<file path="config.mk">
export PLATFORM = sky130hd
export DESIGN_NAME = nonce_uart_tx
export DESIGN_NICKNAME = d
export VERILOG_FILES = /design/src/rtl/nonce_uart_tx_pkg.sv /design/src/rtl/nonce_uart_tx_byte.sv /design/src/rtl/nonce_uart_tx.sv
export SDC_FILE = /design/constraint.sdc
export NUM_CORES = 1
export LEC_CHECK = 0
export ABC_CLOCK_PERIOD_IN_PS = 2900
export CORE_MARGIN = 4
export CORE_UTILIZATION = 55
export CTS_CLUSTER_SIZE = 20
export DETAILED_ROUTE_END_ITERATION = 8
export MAX_ROUTING_LAYER = met4
export PLACE_DENSITY = 0.79
export SETUP_SLACK_MARGIN = 0.4
export SYNTH_ARGS = -nofsm -noshare
export SYNTH_HDL_FRONTEND = slang
export SYNTH_SLANG_ARGS = --single-unit
</file>
<file path="constraint.sdc">
create_clock -name clock -period 2.9 [get_ports clock]
set_input_delay 0.58 -clock clock [delete_from_list [all_inputs] [get_ports clock]]
set_output_delay 0.58 -clock clock [all_outputs]
set_load 0.05 [all_outputs]
</file>
<file path="src/rtl/nonce_uart_tx_pkg.sv">
// Shared definitions for the nonce UART transmitter.
// Holds the ASCII constants, the message length, the state encodings of the
// top-level message FSM and the byte serializer, and the helpers that turn
// a nonce and a byte index into the ASCII character sent on the line.
package nonce_uart_tx_pkg;

    localparam logic [7:0] ASCII_0  = 8'h30;
    localparam logic [7:0] ASCII_A  = 8'h41;
    localparam logic [7:0] ASCII_CR = 8'h0D;
    localparam logic [7:0] ASCII_LF = 8'h0A;

    localparam int unsigned MSG_BYTES = 10;

    // LOAD has no state of its own: issuing the next byte happens on the
    // same edge that leaves IDLE or finishes the previous byte.
    typedef enum logic {
        TOP_IDLE,
        TOP_WAIT
    } topState_t;

    typedef enum logic [1:0] {
        SER_IDLE,
        SER_START,
        SER_DATA,
        SER_STOP
    } serState_t;

    // Nibble to uppercase ASCII hex digit.
    function automatic logic [7:0] hexAscii(input logic [3:0] nib);
        if (nib < 4'd10) begin
            return ASCII_0 + {4'h0, nib};
        end
        return ASCII_A + {4'h0, nib} - 8'd10;
    endfunction

    // Byte idx of the message: eight hex digits, most significant first,
    // then CR LF.
    function automatic logic [7:0] msgByte(input logic [31:0] word,
                                           input logic [3:0]  idx);
        logic [31:0] shifted;
        shifted = word >> (5'd28 - {idx[2:0], 2'b00});
        if (idx < 4'd8) begin
            return hexAscii(shifted[3:0]);
        end
        if (idx == 4'd8) begin
            return ASCII_CR;
        end
        return ASCII_LF;
    endfunction

endpackage

</file>
<file path="src/rtl/nonce_uart_tx_byte.sv">
// 8N1 byte serializer.
//   clock     : rising-edge clock
//   reset     : synchronous active-high reset, line returns to idle (1)
//   start     : load data and begin a frame (honoured while ready)
//   data      : byte to send, LSB first
//   tx        : serial line, idle high
//   byte_done : high during the last cycle of the stop bit
//   ready     : a start is accepted this cycle
// byte_done and ready are combinational so a start issued in the final
// stop-bit cycle is followed directly by the next start bit.
module uart_tx_byte
    import nonce_uart_tx_pkg::*;
#(
    parameter int unsigned CLKS_PER_BIT = 868
) (
    input  logic       clock,
    input  logic       reset,
    input  logic       start,
    input  logic [7:0] data,
    output logic       tx,
    output logic       byte_done,
    output logic       ready
);

    localparam int unsigned CNT_W = $clog2(CLKS_PER_BIT);
    localparam logic [CNT_W-1:0] BAUD_LAST = CNT_W'(CLKS_PER_BIT - 1);

    serState_t        state, stateNext;
    logic [CNT_W-1:0] baudCnt, baudNext;
    logic [2:0]       bitIdx, bitNext;
    logic [7:0]       shiftReg, shiftNext;
    logic             txReg, txNext;
    logic             wrap;

    always_ff @(posedge clock) begin
        if (reset) begin
            state    <= SER_IDLE;
            baudCnt  <= '0;
            bitIdx   <= '0;
            shiftReg <= '0;
            txReg    <= 1'b1;
        end else begin
            state    <= stateNext;
            baudCnt  <= baudNext;
            bitIdx   <= bitNext;
            shiftReg <= shiftNext;
            txReg    <= txNext;
        end
    end

    always_comb begin
        stateNext = state;
        baudNext  = baudCnt;
        bitNext   = bitIdx;
        shiftNext = shiftReg;
        txNext    = txReg;
        byte_done = 1'b0;
        ready     = 1'b0;
        wrap      = (baudCnt == BAUD_LAST);

        if (state != SER_IDLE) begin
            baudNext = wrap ? '0 : baudCnt + 1'b1;
        end

        case (state)
            SER_IDLE: begin
                ready = 1'b1;
                if (start) begin
                    stateNext = SER_START;
                    baudNext  = '0;
                    shiftNext = data;
                    txNext    = 1'b0;
                end
            end
            SER_START: begin
                if (wrap) begin
                    stateNext = SER_DATA;
                    bitNext   = '0;
                    txNext    = shiftReg[0];
                end
            end
            SER_DATA: begin
                if (wrap) begin
                    shiftNext = {1'b0, shiftReg[7:1]};
                    if (bitIdx == 3'd7) begin
                        stateNext = SER_STOP;
                        txNext    = 1'b1;
                    end else begin
                        bitNext = bitIdx + 3'd1;
                        txNext  = shiftReg[1];
                    end
                end
            end
            SER_STOP: begin
                if (wrap) begin
                    byte_done = 1'b1;
                    ready     = 1'b1;
                    if (start) begin
                        stateNext = SER_START;
                        shiftNext = data;
                        txNext    = 1'b0;
                    end else begin
                        stateNext = SER_IDLE;
                        txNext    = 1'b1;
                    end
                end
            end
            default: begin
                stateNext = SER_IDLE;
                txNext    = 1'b1;
            end
        endcase
    end

    assign tx = txReg;

endmodule

</file>
<file path="src/rtl/nonce_uart_tx.sv">
// Reports a mined nonce to the host as "XXXXXXXX\r\n" over UART (8N1).
//   clock : board clock, rising edge
//   reset : synchronous active-high reset, abandons any message in flight
//   send  : request; accepted only while not busy
//   nonce : value latched in the accepting cycle
//   tx    : serial line, idle high
//   busy  : message in flight
//   done  : one-cycle pulse as the last stop bit completes
module nonce_uart_tx
    import nonce_uart_tx_pkg::*;
#(
    parameter int unsigned CLKS_PER_BIT = 868
) (
    input  logic        clock,
    input  logic        reset,
    input  logic        send,
    input  logic [31:0] nonce,
    output logic        tx,
    output logic        busy,
    output logic        done
);

    localparam logic [3:0] LAST_BYTE = 4'(MSG_BYTES - 1);

    topState_t   state, stateNext;
    logic [31:0] holdReg, holdNext;
    logic [3:0]  byteIdx, idxNext;
    logic        doneReg, doneNext;
    logic        serStart, serDone, serReady;
    logic [31:0] selWord;
    logic [3:0]  selIdx;
    logic [7:0]  serData;

    always_ff @(posedge clock) begin
        if (reset) begin
            state   <= TOP_IDLE;
            holdReg <= '0;
            byteIdx <= '0;
            doneReg <= 1'b0;
        end else begin
            state   <= stateNext;
            holdReg <= holdNext;
            byteIdx <= idxNext;
            doneReg <= doneNext;
        end
    end

    // The first byte is taken straight from the nonce input because the
    // hold register is only written on the accepting edge; later bytes come
    // from the hold register.
    always_comb begin
        stateNext = state;
        holdNext  = holdReg;
        idxNext   = byteIdx;
        doneNext  = 1'b0;
        serStart  = 1'b0;
        selWord   = holdReg;
        selIdx    = byteIdx + 4'd1;

        case (state)
            TOP_IDLE: begin
                selWord = nonce;
                selIdx  = '0;
                if (send && serReady) begin
                    serStart  = 1'b1;
                    holdNext  = nonce;
                    idxNext   = '0;
                    stateNext = TOP_WAIT;
                end
            end
            TOP_WAIT: begin
                if (serDone) begin
                    if (byteIdx == LAST_BYTE) begin
                        stateNext = TOP_IDLE;
                        doneNext  = 1'b1;
                    end else begin
                        serStart = 1'b1;
                        idxNext  = byteIdx + 4'd1;
                    end
                end
            end
            default: stateNext = TOP_IDLE;
        endcase

        serData = msgByte(selWord, selIdx);
    end

    uart_tx_byte #(
        .CLKS_PER_BIT(CLKS_PER_BIT)
    ) serializer (
        .clock    (clock),
        .reset    (reset),
        .start    (serStart),
        .data     (serData),
        .tx       (tx),
        .byte_done(serDone),
        .ready    (serReady)
    );

    assign busy = (state == TOP_WAIT);
    assign done = doneReg;

endmodule

</file>
After elaboration in Yosys (flattened, before gate mapping) --
Index checks and enable logic that the tools add are counted.
Cells by class: add/sub/neg operators 7, bitwise gates (word level) 2, multiplexer cells 53, shifts and indexed selects 1, equal/unequal tests 16, reduce and logical (&&, ||, !) cells 12, order comparisons 2
Operators with widths (number):
- 8-bit 2-to-1 mux | 9
- 10-bit 2-to-1 mux | 4
- 32-bit 2-to-1 mux | 1
- 32-bit by 5-bit >> shifter with 4-bit output | 1
- 8-bit one-hot mux with 3 select lines | 1
- 1-bit 2-to-1 mux | 19
- 4-bit 2-to-1 mux | 4
- 10-bit by 1-bit adder with 10-bit output (second input constant) | 1
- 10-bit equality test (second input constant) | 1
- 2-bit 2-to-1 mux | 5
- 2-bit by 1-bit inequality test with 1-bit output (second input constant) | 5
- 3-bit 2-to-1 mux | 3
- 7-bit by 4-bit adder with 8-bit output (first input constant) | 1
- 4-bit equality test (second input constant) | 2
- 4-bit less-than comparator (second input constant) | 2
- 2-bit inequality test (second input constant) | 4
- 2-bit one-hot mux with 4 select lines | 1
- 4-bit one-hot mux with 2 select lines | 1
- 4-bit AND reduction | 2
- 8-bit by 4-bit subtractor with 8-bit output (second input constant) | 1
- 6-bit by 4-bit adder with 7-bit output (first input constant) | 1
- 1-bit one-hot mux with 2 select lines | 3
- 3-bit one-hot mux with 2 select lines | 1
- 3-bit AND reduction | 2
- other kinds (15) | 18
Word-level totals: input bits 35, bits in registers 62

Logic depth before layout (Yosys ltp) --
Gate-level depths: netlist of the first run.
depth in word-level cells 15, depth in mapped cells 12, mapped depth without buffers 11

Cells and area by module --
From an unflattened synthesis of the first run, not the netlist that was laid out.
Second synthesis, totals: cell total of the unflattened synthesis 381, area total of the unflattened synthesis 3311.9 µm²
Modules (own cells, without submodules):
- nonce_uart_tx | cells an instance 218, instances 1, area each 1856.8 µm², seq. area each 760.7 µm²
- uart_tx_byte | cells an instance 163, instances 1, area each 1455.1 µm², seq. area each 480.5 µm²

Least setup slack after synthesis of the first run --
Ideal clock, no wire load.
path kind reg-to-reg, from register byteIdx[0], to register serializer.shiftReg[4], arrival time 2.425 ns, data required time 2.765 ns, setup slack 0.339 ns, period minus slack after synthesis 2.561 ns, stages on the path, launching flop included 12, path buffers 1, library setup time 0.135 ns, cells stage by stage dfxtp_1 -> ha_1 -> buf_4 -> inv_1 -> a21oi_1 -> a221o_2 -> a31o_1 -> ha_1 -> o22ai_1 -> nand3_1 -> a221oi_1 -> a211oi_1
Between the ends: longest elaborated chain between the ends 15, elaborated cells on any way between the ends 28, classes of those cells add/sub: 5; order compare: 2; eq/ne: 2; shift: 1; mux: 18
RTL lines:
- start: declaration | RTL line nonce_uart_tx.sv:27 | logic [3:0] byteIdx, idxNext;
- start signal: assignment | RTL line nonce_uart_tx.sv:43 | byteIdx <= idxNext;
- branches (longest 12 deep; another with 7-bit by 4-bit adder with 8-bit output)
- 8-bit 2-to-1 mux (*) | RTL line nonce_uart_tx_byte.sv:68, nonce_uart_tx_byte.sv:98
- 8-bit 2-to-1 mux | RTL line nonce_uart_tx_byte.sv:95 | if (wrap) begin
- 8-bit one-hot mux with 3 select lines (*) | RTL line nonce_uart_tx_byte.sv:65 | case (state)
- end signal: assignment | RTL line nonce_uart_tx_byte.sv:46 | shiftReg <= shiftNext;
- end: declaration | RTL line nonce_uart_tx_byte.sv:31 | logic [7:0] shiftReg, shiftNext;
Mark *: on every way between the ends. The select of a mux whose other input is x is not followed. A chain may end at the register's enable or synchronous reset.

Final worst setup path of the first run --
from register byteIdx[1], to register serializer.shiftReg[4]
Same word-level chain as after synthesis.

==> results_dict.tcl, run 1 <==
set metrics [dict create \
    nets 475 \
    hold_depth 2 \
    rsz0062_at_grt "true" \
    synth_edf_count 0 \
    yosysTopAreaCellShare_pct 38.4 \
    crit_start "byteIdx[1]" \
    fin_setup_tns_ns 0 \
    synth-main-ff-cell "dfxtp_1" \
    hold_violations 0 \
    design.core.area_sq_um 5570 \
    maxCapViolCount 0 \
    io_buffers 37 \
    finalClockSkew_ns 0.00327 \
    synth_compound_area_share_pct 20.2 \
    antenna_found_initial 0 \
    fill_cells 441 \
    grt-ovfl-total 0 \
    timing.rr.start "byteIdx[1]" \
    finalCritPeriodShare_pct 84.0 \
    dieWidth_microns 84.0 \
    area_delta_synth_final_pct 24.0 \
    die_y_microns 84.0 \
    internal-power_mw 2.08 \
    clkPwrFrac_pct 18.8 \
    diodes 0 \
    crit_type "flip-flop to flip-flop" \
    fmax_mhz 411 \
    grt_pass1_vias 2627 \
    gp_congestion 0.844 \
    seq_power_share_pct 33.9 \
    vdd_drop_max_mv 0.558 \
    powerDensity_nw_per_um2 894 \
    synth_top_area_cell "dfxtp_1" \
    syn_area_sq_um 3180 \
    worstHoldPathType "flip-flop to flip-flop" \
    fp.dieArea_sq_um 7060 \
    clock_latency_ns 0.34 \
    grt_pass1_wl_microns 12200 \
    yosys_register_bits 61 \
    maxSlewViolCount 0 \
    switching_share_pct 40.9 \
    yosysSeqAreaShare_pct 38.4 \
    yosysUniqueCellTypes 63 \
    ys_warn_count 0 \
    setup-violations-final 0 \
    htreeDepth 3 \
    drt-total-wl_microns 7380 \
    status "finished clean" \
    clk_path_buf_depth 2 \
    yosys.area_share.adder_pct 3.93 \
    clock-sinks 61 \
    drt-initial-drc-count 197 \
    num_vias 2919 \
    tightest_slew_ns 0.545 \
    synthSimpleGateAreaFrac_pct 25.0 \
    viasPerCell 5.76 \
    drc 0 \
    rrSetupSlack_ns 0.46 \
    p_total_mw 3.53 \
    r2r_cells 11 \
    register_area_sq_um 1230 \
    synthMuxAreaShare_pct 6.18 \
    relSlewSlack_pct 63.7 \
    drtPass1Iterations 6 \
    start_util_pct 57.1 \
    combPwrFrac_pct 47.3 \
    cts_hold_buf 0 \
    async_reset_ff_share_pct 0 \
    worst_setup_hold_path_clk_slew_ns 0.06 \
    synth.area.top_cells "dfxtp_1, nand2_1, a21oi_1" \
    cp_max_fo 8 \
    multiInputGateArea_sq_um 1910 \
    cts_tree "built" \
    track_usage_pct 21.7 \
    p_leak_nw 1.47 \
    syn_area_per_cell_sq_um 8.20 \
    synthCells 388 \
    min_period_ns 2.44 \
    cts_buffers 9 \
    ios 38 \
    root_buffer "clkbuf_8" \
    synth_xor_area_share_pct 1.34 \
    syn_nets 433 \
    hold_start "holdReg[27]" \
    drive_gt1_share_pct 15.2 \
    netSwitchingPower_mw 1.44 \
    cp-end-kind "flip-flop" \
    dp_hpwl_microns 5150 \
    ant_nets 0 \
    row_count 27 \
    worstPathArrival_ns 2.65 \
    synth_top_family_by_area "simple AND/OR/NAND/NOR gates" \
    cp_data_required_time_ns 3.12 \
    grt_max_degree 34 \
    startpoint_type "flip-flop" \
    routedWlPerCell_microns 14.6 \
]
-- cells by family (layout without fill, tap and decap cells) --
kind of cell    count (synthesis)  after routing
simple gates                  168            168
xor+xnor                        4              4
fa+ha+maj                      10             10
buf+inv                        34             81
flops                          61             61
compound gates                 99             99
mux                            12             12
-- cells in the final DEF (no fill, tap or decap), types with 3 or more instances in the layout --
| master | count |
|---|---|
| nand2_1 | 87 |
| dfxtp_1 | 58 |
| a21oi_1 | 54 |
| clkdlybuf4s50_1 | 35 |
| nor2_1 | 28 |
| buf_4 | 14 |
| nand3_1 | 12 |
| clkbuf_8 | 11 |
| inv_1 | 9 |
| ha_1 | 7 |
| mux4_2 | 6 |
| mux2i_1 | 5 |
| nand3b_1 | 5 |
| nor3b_1 | 4 |
| and2_1 | 4 |
| and3_1 | 4 |
| nor3_1 | 4 |
| a211oi_1 | 4 |
| o21ai_1 | 4 |
| nor2b_1 | 4 |
| clkbuf_1 | 4 |
| o21a_1 | 3 |
| o21bai_1 | 3 |
| o21ai_0 | 3 |
| buf_6 | 3 |
-- flip-flops by register name, summed over array words and instances (netlist names) --
name / cells
holdReg: 32
serializer.baudCnt: 10
serializer.shiftReg: 7
byteIdx: 4
serializer.bitIdx: 3
serializer.state: 2
busy: 1
done: 1
serializer.tx: 1
-- metrics by stage --
stage / hold WS [ns] / worst slack (ns) / instance area [sq um] / instances / util (%)
after floorplan: 0.432 / 0.406 / 3180 / 388 / -
after global placement: 0.438 / 0.328 / 3600 / 484 / 64.6
after detailed placement: 0.447 / 0.212 / 3600 / 484 / 64.6
after CTS: 0.456 / 0.306 / 3790 / 500 / 68.0
after global routing: 0.479 / 0.375 / 3940 / 507 / 70.8
final: 0.454 / 0.464 / 3940 / 507 / 70.8
-- layer usage --
| layer | track usage [%] | vias up | share of wire [%] |
|---|---|---|---|
| li1 | - | 1449 | - |
| met1 | 28.5 | 1361 | 45 |
| met2 | 32.2 | 95 | 48 |
| met3 | 4.15 | 14 | 5.2 |
| met4 | 9.94 | 0 | 2.0 |
| met5 | - | - | 0 |
-- worst max-delay path, stage by stage, from the launching register on --
cell	delay [ns]
dfxtp_4	0.36
inv_2	0.05
ha_4	0.28
inv_2	0.10
a21oi_1	0.08
a221o_2	0.36
a31o_1	0.24
ha_2	0.18
o22ai_1	0.17
nand3_1	0.14
a221oi_2	0.27
a211oi_1	0.08
-- synthesized netlist by cell type, drive strengths merged (3+ instances only) --
cell,count
nor3,6
nand3,12
dfxtp,61
inv,11
nor3b,5
xnor2,3
nor2b,4
o21a,3
o21bai,3
ha,10
clkbuf,13
and2,4
nor4,4
mux4,6
and3,4
nand3b,5
o21ai,10
buf,10
mux2i,5
nor2,28
nand2,87
a221oi,3
a211oi,5
a21oi,54
-- power groups by stage --
| stage | sequential [mW] | clock (mW) | combinational (mW) |
|---|---|---|---|
| 6_report | 1.20 | 0.664 | 1.67 |
| 3_3_place_gp | 1.19 | 0 | 1.49 |
| 2_1_floorplan | 1.18 | 0 | 1.17 |
| 3_5_place_dp | 1.20 | 0 | 1.53 |
| 4_1_cts | 1.18 | 0.674 | 1.54 |
| 5_1_grt | 1.22 | 0.712 | 1.83 |
-- path summary, 6_finish.rpt --
path | endpoint
min | holdReg[27]
max | serializer.shiftReg[4]
min reg2reg | holdReg[27]
max reg2reg | serializer.shiftReg[4]
-- final cells by class --
class                      instances  share of cell area, %
multi-input combinational        293                   48.4
tap                               72                   2.28
sequential                        61                   31.1
clock buffer                      15                   4.22
clock inverter                     1                  0.127
inverter                          11                   1.05
timing repair buffer              54                   12.8
-- what timing repair did --
action                     4_1_cts  5_1_grt
resized for setup                4       20
setup endpoints to repair        6       49
buffers inserted                 0        7
pin swaps                        0       10
Power figures use the tool's default switching activity.
==> run 2, diff against run 1 <==
--- a/config.mk
+++ b/config.mk
@@ -5,7 +5,7 @@
 export SDC_FILE = /design/constraint.sdc
 export NUM_CORES = 1
 export LEC_CHECK = 0
-export ABC_CLOCK_PERIOD_IN_PS = 2900
+export ABC_CLOCK_PERIOD_IN_PS = 2390
 export CORE_MARGIN = 4
 export CORE_UTILIZATION = 55
 export CTS_CLUSTER_SIZE = 20
==> constraint.sdc (replaced) <==
create_clock -name clock -period 2.39 [get_ports clock]
set_input_delay 0.478 -clock clock [delete_from_list [all_inputs] [get_ports clock]]
set_output_delay 0.478 -clock clock [all_outputs]
set_load 0.05 [all_outputs]
==> run 2 against run 1 <==
Cell area grew 18%; non-clock buffer count grew 30; combinational power grew 95%; critical path type unchanged; fmax shrank 3.9%; the flow now finishes with violations (negative setup slack); critical endpoint is now serializer.shiftReg[0]; first-iteration DRC count grew 92%.
==> results_dict.tcl, run 2 (synthesized netlist as in run 1, its figures left out) <==
set metrics [dict create \
    crit_path_max_incr_delay_ns 0.52 \
    relSlewSlack_pct 64.5 \
    root_buffer "clkbuf_8" \
    dp_hpwl_microns 5320 \
    post-route-util_pct 83.3 \
    fill_cells 294 \
    cp-end-kind "flip-flop" \
    worst_setup_hold_path_clk_slew_ns 0.07 \
    hold_violations 0 \
    p_leak_nw 1.73 \
    cts_tree "built" \
    crit_path_cell_trace "inv_2 -> ha_4 -> buf_12 -> mux4_2 -> nor3b_4 -> buf_6 -> o21ai_4 -> a211oi_2 -> nor4_4 -> o41ai_2" \
    crit_type "flip-flop to flip-flop" \
    p_total_mw 5.56 \
    grt_pass1_vias 3061 \
    worst-path-buf-inv 3 \
    track_usage_pct 27.5 \
    grt_max_degree 25 \
    clock_latency_ns 0.34 \
    finalClockSkew_ns 0.00974 \
    setup-violations-final 5 \
    grt_pass1_wl_microns 15300 \
    cts_buffers 9 \
    num_vias 3467 \
    nets 505 \
    crit_family "compound AO/OA/AOI/OAI gates" \
    ant_nets 0 \
    hold_slack_ns 0.453 \
    drt-total-wl_microns 11600 \
    largest_reg_flops 32 \
    maxCapViolCount 0 \
    final_cell_mix "nand2_1, dfxtp_1, a21oi_1" \
    clock-sinks 61 \
    finalWorstSetupSlack_ns -0.146 \
    antenna_found_initial 0 \
    powerDensity_nw_per_um2 1200 \
    drive_gt1_share_pct 33.0 \
    finalCritPeriodShare_pct 106 \
    mostFrequentLayoutCell "nand2_1" \
    rsz0062_at_grt "true" \
    min_period_ns 2.54 \
    fin_setup_tns_ns -0.369 \
    design.core.area_sq_um 5570 \
    worstHoldPathType "flip-flop to flip-flop" \
    worstPathArrival_ns 2.78 \
    dieWidth_microns 84.0 \
    diodes 0 \
    gp_congestion 0.892 \
    viasPerCell 6.47 \
    row_count 27 \
    start_util_pct 57.1 \
    largest_register "holdReg" \
    fp.dieArea_sq_um 7060 \
    io_buffers 37 \
    largest_registers "holdReg: 32 flops, serializer.baudCnt: 10 flops, serializer.shiftReg: 7 flops" \
    violations "negative setup slack" \
    tightest_slew_ns 0.532 \
    startpoint_type "flip-flop" \
    cp_data_required_time_ns 2.64 \
    fmax_mhz 394 \
    drtPass1Iterations 6 \
    cp_max_fo 4 \
    clk_path_buf_depth 2 \
    htreeDepth 3 \
    maxSlewViolCount 0 \
    drt-initial-drc-count 379 \
    place_ws_ns -0.0634 \
    routedWlPerCell_microns 21.7 \
    vdd_drop_max_mv 1.01 \
    status "finished, violations left" \
    ios 38 \
    die_y_microns 84.0 \
    grt-ovfl-total 0 \
    area_delta_synth_final_pct 46.0 \
    crit_slowest_cell "mux4_2" \
    drc 0 \
]
==> run 2: cell types whose count changed in the layout (fill, tap and decap cells not counted), sizes merged <==
cell           change
clkbuf             -2
buf               +30
dlygate4sd2        -1
clkdlybuf4s15      +1
clkinv             +1
==> run 2: final timing paths <==
check,from,endpoint,slack [ns],depth (start not counted)
worst max register to register,byteIdx[1],serializer.shiftReg[0],-0.15,10
worst min register to register,holdReg[11],holdReg[11],0.45,2
worst min-delay path,holdReg[11],holdReg[11],0.45,2
worst max-delay path,byteIdx[1],serializer.shiftReg[0],-0.15,10
==> run 2: area by class of cell <==
type                       count  area, sq um  share of cell area [%]
multi-input combinational    293         2230                    48.1
sequential                    61         1230                    26.5
timing repair buffer          84          875                    18.8
clock buffer                  13          159                    3.42
tap                           72         90.1                    1.94
inverter                      11         43.8                   0.943
clock inverter                 2         10.0                   0.216
==> run 2: power breakdown <==
part	switching [mW]	internal [mW]	leakage (nW)
registers	0.208	1.27	0.500
logic	1.80	1.46	1.14
clock network	0.407	0.425	0.0893
==> run 2: through the flow <==
| stage | instance area [sq um] | instances |
|---|---|---|
| finish | 4640 | 536 |
| global placement | 3750 | 490 |
| CTS | 4330 | 529 |
| floorplan | 3280 | 388 |
| detailed placement | 3750 | 490 |
| global route | 4640 | 536 |
==> run 2: per-layer routing <==
layer	global-route usage, %	vias to the layer above	wire length (microns)
li1	-	1504	-
met1	33.8	1643	4490
met2	45.1	255	5520
met3	5.63	65	1000
met4	8.77	0	604
met5	-	-	0
==> run 2: worst reg2reg max path, stage by stage (launching register included) <==
cell	delay (ns)
dfxtp_2	0.35
inv_2	0.06
ha_4	0.30
buf_12	0.12
mux4_2	0.52
nor3b_4	0.25
buf_6	0.13
o21ai_4	0.08
a211oi_2	0.31
nor4_4	0.06
o41ai_2	0.25
==> run 2: timing repair <==
item / CTS / global route
resized for setup: 38 / 56
setup buffers: 21 / 7
hold buffers: 0 / 0
cloned: 3 / 0
pin swaps: 20 / 28
endpoints found under the setup margin: 58 / 62
==> run 3, diff against run 2 <==
--- a/config.mk
+++ b/config.mk
@@ -7,11 +7,11 @@
 export LEC_CHECK = 0
 export ABC_CLOCK_PERIOD_IN_PS = 2390
 export CORE_MARGIN = 4
-export CORE_UTILIZATION = 55
+export CORE_UTILIZATION = 56
 export CTS_CLUSTER_SIZE = 20
 export DETAILED_ROUTE_END_ITERATION = 8
 export MAX_ROUTING_LAYER = met4
-export PLACE_DENSITY = 0.79
+export PLACE_DENSITY = 0.89
 export SETUP_SLACK_MARGIN = 0.4
 export SYNTH_ARGS = -nofsm -noshare
 export SYNTH_HDL_FRONTEND = slang
==> run 3 against run 2 <==
The run now fails in 5_1_grt; synthesized area unchanged; synthesized cell count unchanged.
==> results_dict.tcl, run 3 <==
set metrics [dict create \
    synth.most_common_cell "nand2_1" \
    yosys_register_bits 61 \
    track_usage_pct 69.7 \
    antenna_found_initial 1 \
    synth_edf_count 0 \
    worst_endpoint "serializer.shiftReg[0]$_SDFFE_PP0P_/D" \
    htreeDepth 3 \
    syn_area_sq_um 3180 \
    synthCells 388 \
    async_reset_ff_share_pct 0 \
    ios 38 \
    grt_max_degree 28 \
    yosysUniqueCellTypes 63 \
    ys_warn_count 0 \
    synth_top_area_cell "dfxtp_1" \
    synth.area.top_cells "dfxtp_1, nand2_1, a21oi_1" \
    root_buffer "clkbuf_8" \
    synth-main-ff-cell "dfxtp_1" \
    yosysSeqAreaShare_pct 38.4 \
    dp_hpwl_microns 5310 \
    clock-sinks 61 \
    die_y_microns 83.4 \
    syn_nets 433 \
    dieWidth_microns 83.4 \
    io_buffers 37 \
    failed_stage "5_1_grt" \
    start_util_pct 57.8 \
    syn_area_per_cell_sq_um 8.20 \
    clk_path_buf_depth 2 \
    cts_buffers 9 \
    worst-ep-kind "register input" \
    synth_common_cells "nand2_1, dfxtp_1, a21oi_1" \
    error_line "[ERROR GRT-0232] Routing congestion too high. Check the congestion heatmap in the GUI." \
    row_count 27 \
    grt-ovfl-total 33 \
    gp_congestion 0.838 \
    cts_hold_buf 0 \
    yosysTopAreaCellShare_pct 38.4 \
    status "aborted with a tool error" \
]
==> run 3: cell counts after synthesis <==
Identical to the previous run, type by type.
==> run 3: timing repair <==
action | in CTS
buffers inserted | 20
gates cloned | 6
pin swaps | 84
resized for setup | 106
setup endpoints to repair | 56
==> run 3: cells by family after synthesis <==
logic type | count (synthesis) | synth area share, %
buffers and inverters | 34 | 4.92
muxes | 12 | 6.18
AOI/OAI and AO/OA | 99 | 20.2
and+or+nand+nor | 168 | 25.0
DFF | 61 | 38.4
xor gates and xnor gates | 4 | 1.34
adders and majority gates | 10 | 3.93
==> run 3: per-stage QoR <==
| step | setup slack [ns] | std cells | utilization [%] | hold slack [ns] | cell area, sq um |
|---|---|---|---|---|---|
| 2_1_floorplan | 0.0917 | 388 | - | 0.432 | 3280 |
| 3_3_place_gp | 0.0871 | 489 | 67.9 | 0.438 | 3740 |
| 3_5_place_dp | 0.00571 | 489 | 67.9 | 0.447 | 3740 |
| 4_1_cts | 0.0368 | 531 | 84.4 | 0.465 | 4650 |
==> run 3: metal layers <==
metal  overflow  GRT usage [%]
met1          0           70.0
met4         16           73.1
met3          0           44.2
met5          -              -
met2         17           86.3
==> run 4, diff against run 3 <==
--- a/config.mk
+++ b/config.mk
@@ -7,12 +7,9 @@
 export LEC_CHECK = 0
 export ABC_CLOCK_PERIOD_IN_PS = 2390
 export CORE_MARGIN = 4
-export CORE_UTILIZATION = 56
-export CTS_CLUSTER_SIZE = 20
+export CORE_UTILIZATION = 40
 export DETAILED_ROUTE_END_ITERATION = 8
-export MAX_ROUTING_LAYER = met4
-export PLACE_DENSITY = 0.89
-export SETUP_SLACK_MARGIN = 0.4
+export PLACE_DENSITY_LB_ADDON = 0.15
 export SYNTH_ARGS = -nofsm -noshare
 export SYNTH_HDL_FRONTEND = slang
 export SYNTH_SLANG_ARGS = --single-unit
==> run 4 against run 3 <==
The flow now finishes, with violations (negative setup slack).
==> results_dict.tcl, run 4 (synthesized netlist as in run 1, its figures left out) <==
set metrics [dict create \
    r2r_cells 11 \
    grt_pass1_wl_microns 12600 \
    htreeDepth 3 \
    fmax_mhz 408 \
    design.core.area_sq_um 7730 \
    cp_data_required_time_ns 2.59 \
    relSlewSlack_pct 50.4 \
    switching_share_pct 39.5 \
    drt-total-wl_microns 7750 \
    hold_violations 0 \
    clock_latency_ns 0.34 \
    finalClockSkew_ns 0.0146 \
    num_vias 2918 \
    largest_registers "holdReg: 32 flops, serializer.baudCnt: 10 flops, serializer.shiftReg: 7 flops" \
    worstHoldPathType "input port to flip-flop" \
    hold_slack_ns 0.450 \
    worstPathArrival_ns 2.65 \
    grt_pass1_vias 2715 \
    track_usage_pct 16.0 \
    tightest_slew_ns 0.744 \
    min_period_ns 2.45 \
    clkPwrFrac_pct 20.1 \
    reg2reg_to "serializer.shiftReg[4]" \
    grt_util_met3_pct 4.67 \
    clock-sinks 61 \
    nets 498 \
    final_cell_mix "nand2_1, dfxtp_1, a21oi_1" \
    combPwrFrac_pct 49.6 \
    worst_setup_hold_path_clk_slew_ns 0.07 \
    cp-end-kind "flip-flop" \
    grt-ovfl-total 0 \
    grt_use_met1_pct 21.8 \
    vdd_drop_max_mv 0.482 \
    finalCritPeriodShare_pct 103 \
    finalWorstSetupSlack_ns -0.0609 \
    fp.dieArea_sq_um 9440 \
    use_met2_pct 25.1 \
    grt_max_degree 34 \
    cts_hold_buf 0 \
    drive_gt1_share_pct 22.3 \
    antenna_found_initial 0 \
    io_buffers 37 \
    start_util_pct 41.2 \
    fin_setup_tns_ns -0.102 \
    timing.rr.start "byteIdx[1]" \
    largest_reg_flops 32 \
    gp_congestion 0.758 \
    dp_hpwl_microns 5330 \
    startpoint_type "flip-flop" \
    diodes 0 \
    largest_register "holdReg" \
    cp_max_fo 3 \
    netSwitchingPower_mw 1.84 \
    area_delta_synth_final_pct 33.1 \
    internal-power_mw 2.81 \
    die_y_microns 97.2 \
    viasPerCell 5.21 \
    row_count 32 \
    rsz0062_at_grt "true" \
    violations "negative setup slack" \
    cts_tree "built" \
    dieWidth_microns 97.2 \
    routedWlPerCell_microns 13.8 \
    crit_type "flip-flop to flip-flop" \
    drt-initial-drc-count 124 \
    maxSlewViolCount 0 \
    hold_end "serializer.shiftReg[3]" \
    mostFrequentLayoutCell "nand2_1" \
    status "finished, violations left" \
    top_usage_layer "met2" \
    hold_depth 2 \
    cts_buffers 9 \
    post-route-util_pct 54.8 \
    setup-violations-final 4 \
    drtPass1Iterations 4 \
    maxCapViolCount 0 \
    ios 38 \
    ant_nets 0 \
    rrSetupSlack_ns -0.06 \
    seq_power_share_pct 30.3 \
    root_buffer "clkbuf_8" \
    hold_start "reset" \
    drc 0 \
    clk_path_buf_depth 2 \
    p_leak_nw 1.59 \
    powerDensity_nw_per_um2 1100 \
]
## run 4: cell type report
type | count | area [sq um]
multi-input cells | 293 | 1930
clock inverters | 5 | 60.1
fillers | 717 | 3490
flip-flops and latches | 61 | 1220
well taps | 102 | 128
repair buffers | 77 | 711
inverters | 11 | 43.8
clock buffers | 11 | 141
## run 4: per-layer routing
| metal | routed length, microns | part of all wire (%) |
|---|---|---|
| met4 | 68 | 0.88 |
| met5 | 0 | 0 |
| met3 | 310 | 4.0 |
| met1 | 3760 | 49 |
| met2 | 3610 | 47 |
## run 4: power groups by stage
stage	registers [mW]	clock network, mW	logic [mW]
floorplan	1.44	0	1.44
global placement	1.43	0	2.05
detailed placement	1.43	0	2.08
CTS	1.41	0.955	2.13
global route	1.44	0.990	2.56
finish	1.41	0.932	2.30
## run 4: how the worst max path moves through the flow
| stage | start | to | depth (start not counted) |
|---|---|---|---|
| after global placement | byteIdx[1] | serializer.shiftReg[4] | 10 |
| after CTS | byteIdx[1] | serializer.shiftReg[4] | 12 |
| after global routing | byteIdx[1] | serializer.shiftReg[2] | 12 |
| after floorplan | byteIdx[0] | serializer.shiftReg[0] | 8 |
| final | byteIdx[1] | serializer.shiftReg[4] | 11 |
| after detailed placement | byteIdx[1] | serializer.shiftReg[4] | 10 |
## run 4: per-stage QoR
step	power [mW]	area [sq um]	setup slack, ns	instances
after floorplan	2.87	3210	0.0264	388
after global placement	3.49	3790	0.00187	530
after detailed placement	3.50	3790	-0.0906	530
after CTS	4.50	4080	-0.0271	554
after global routing	4.99	4230	-0.166	560
final	4.65	4230	-0.0609	560
## run 4: repair_timing
action | in CTS | in global routing
pin swaps | 8 | 17
setup endpoints to repair | 5 | 16
gates resized for setup | 7 | 22
buffers inserted | 8 | 7
## run 4: worst max-delay path: stages (launching register included)
cell,delay (ns)
dfxtp_2,0.34
inv_2,0.05
ha_4,0.26
buf_6,0.12
mux2i_1,0.11
a221o_2,0.37
a31o_1,0.26
ha_2,0.19
o22ai_2,0.19
nand3_2,0.10
a221oi_2,0.24
a211oi_1,0.07
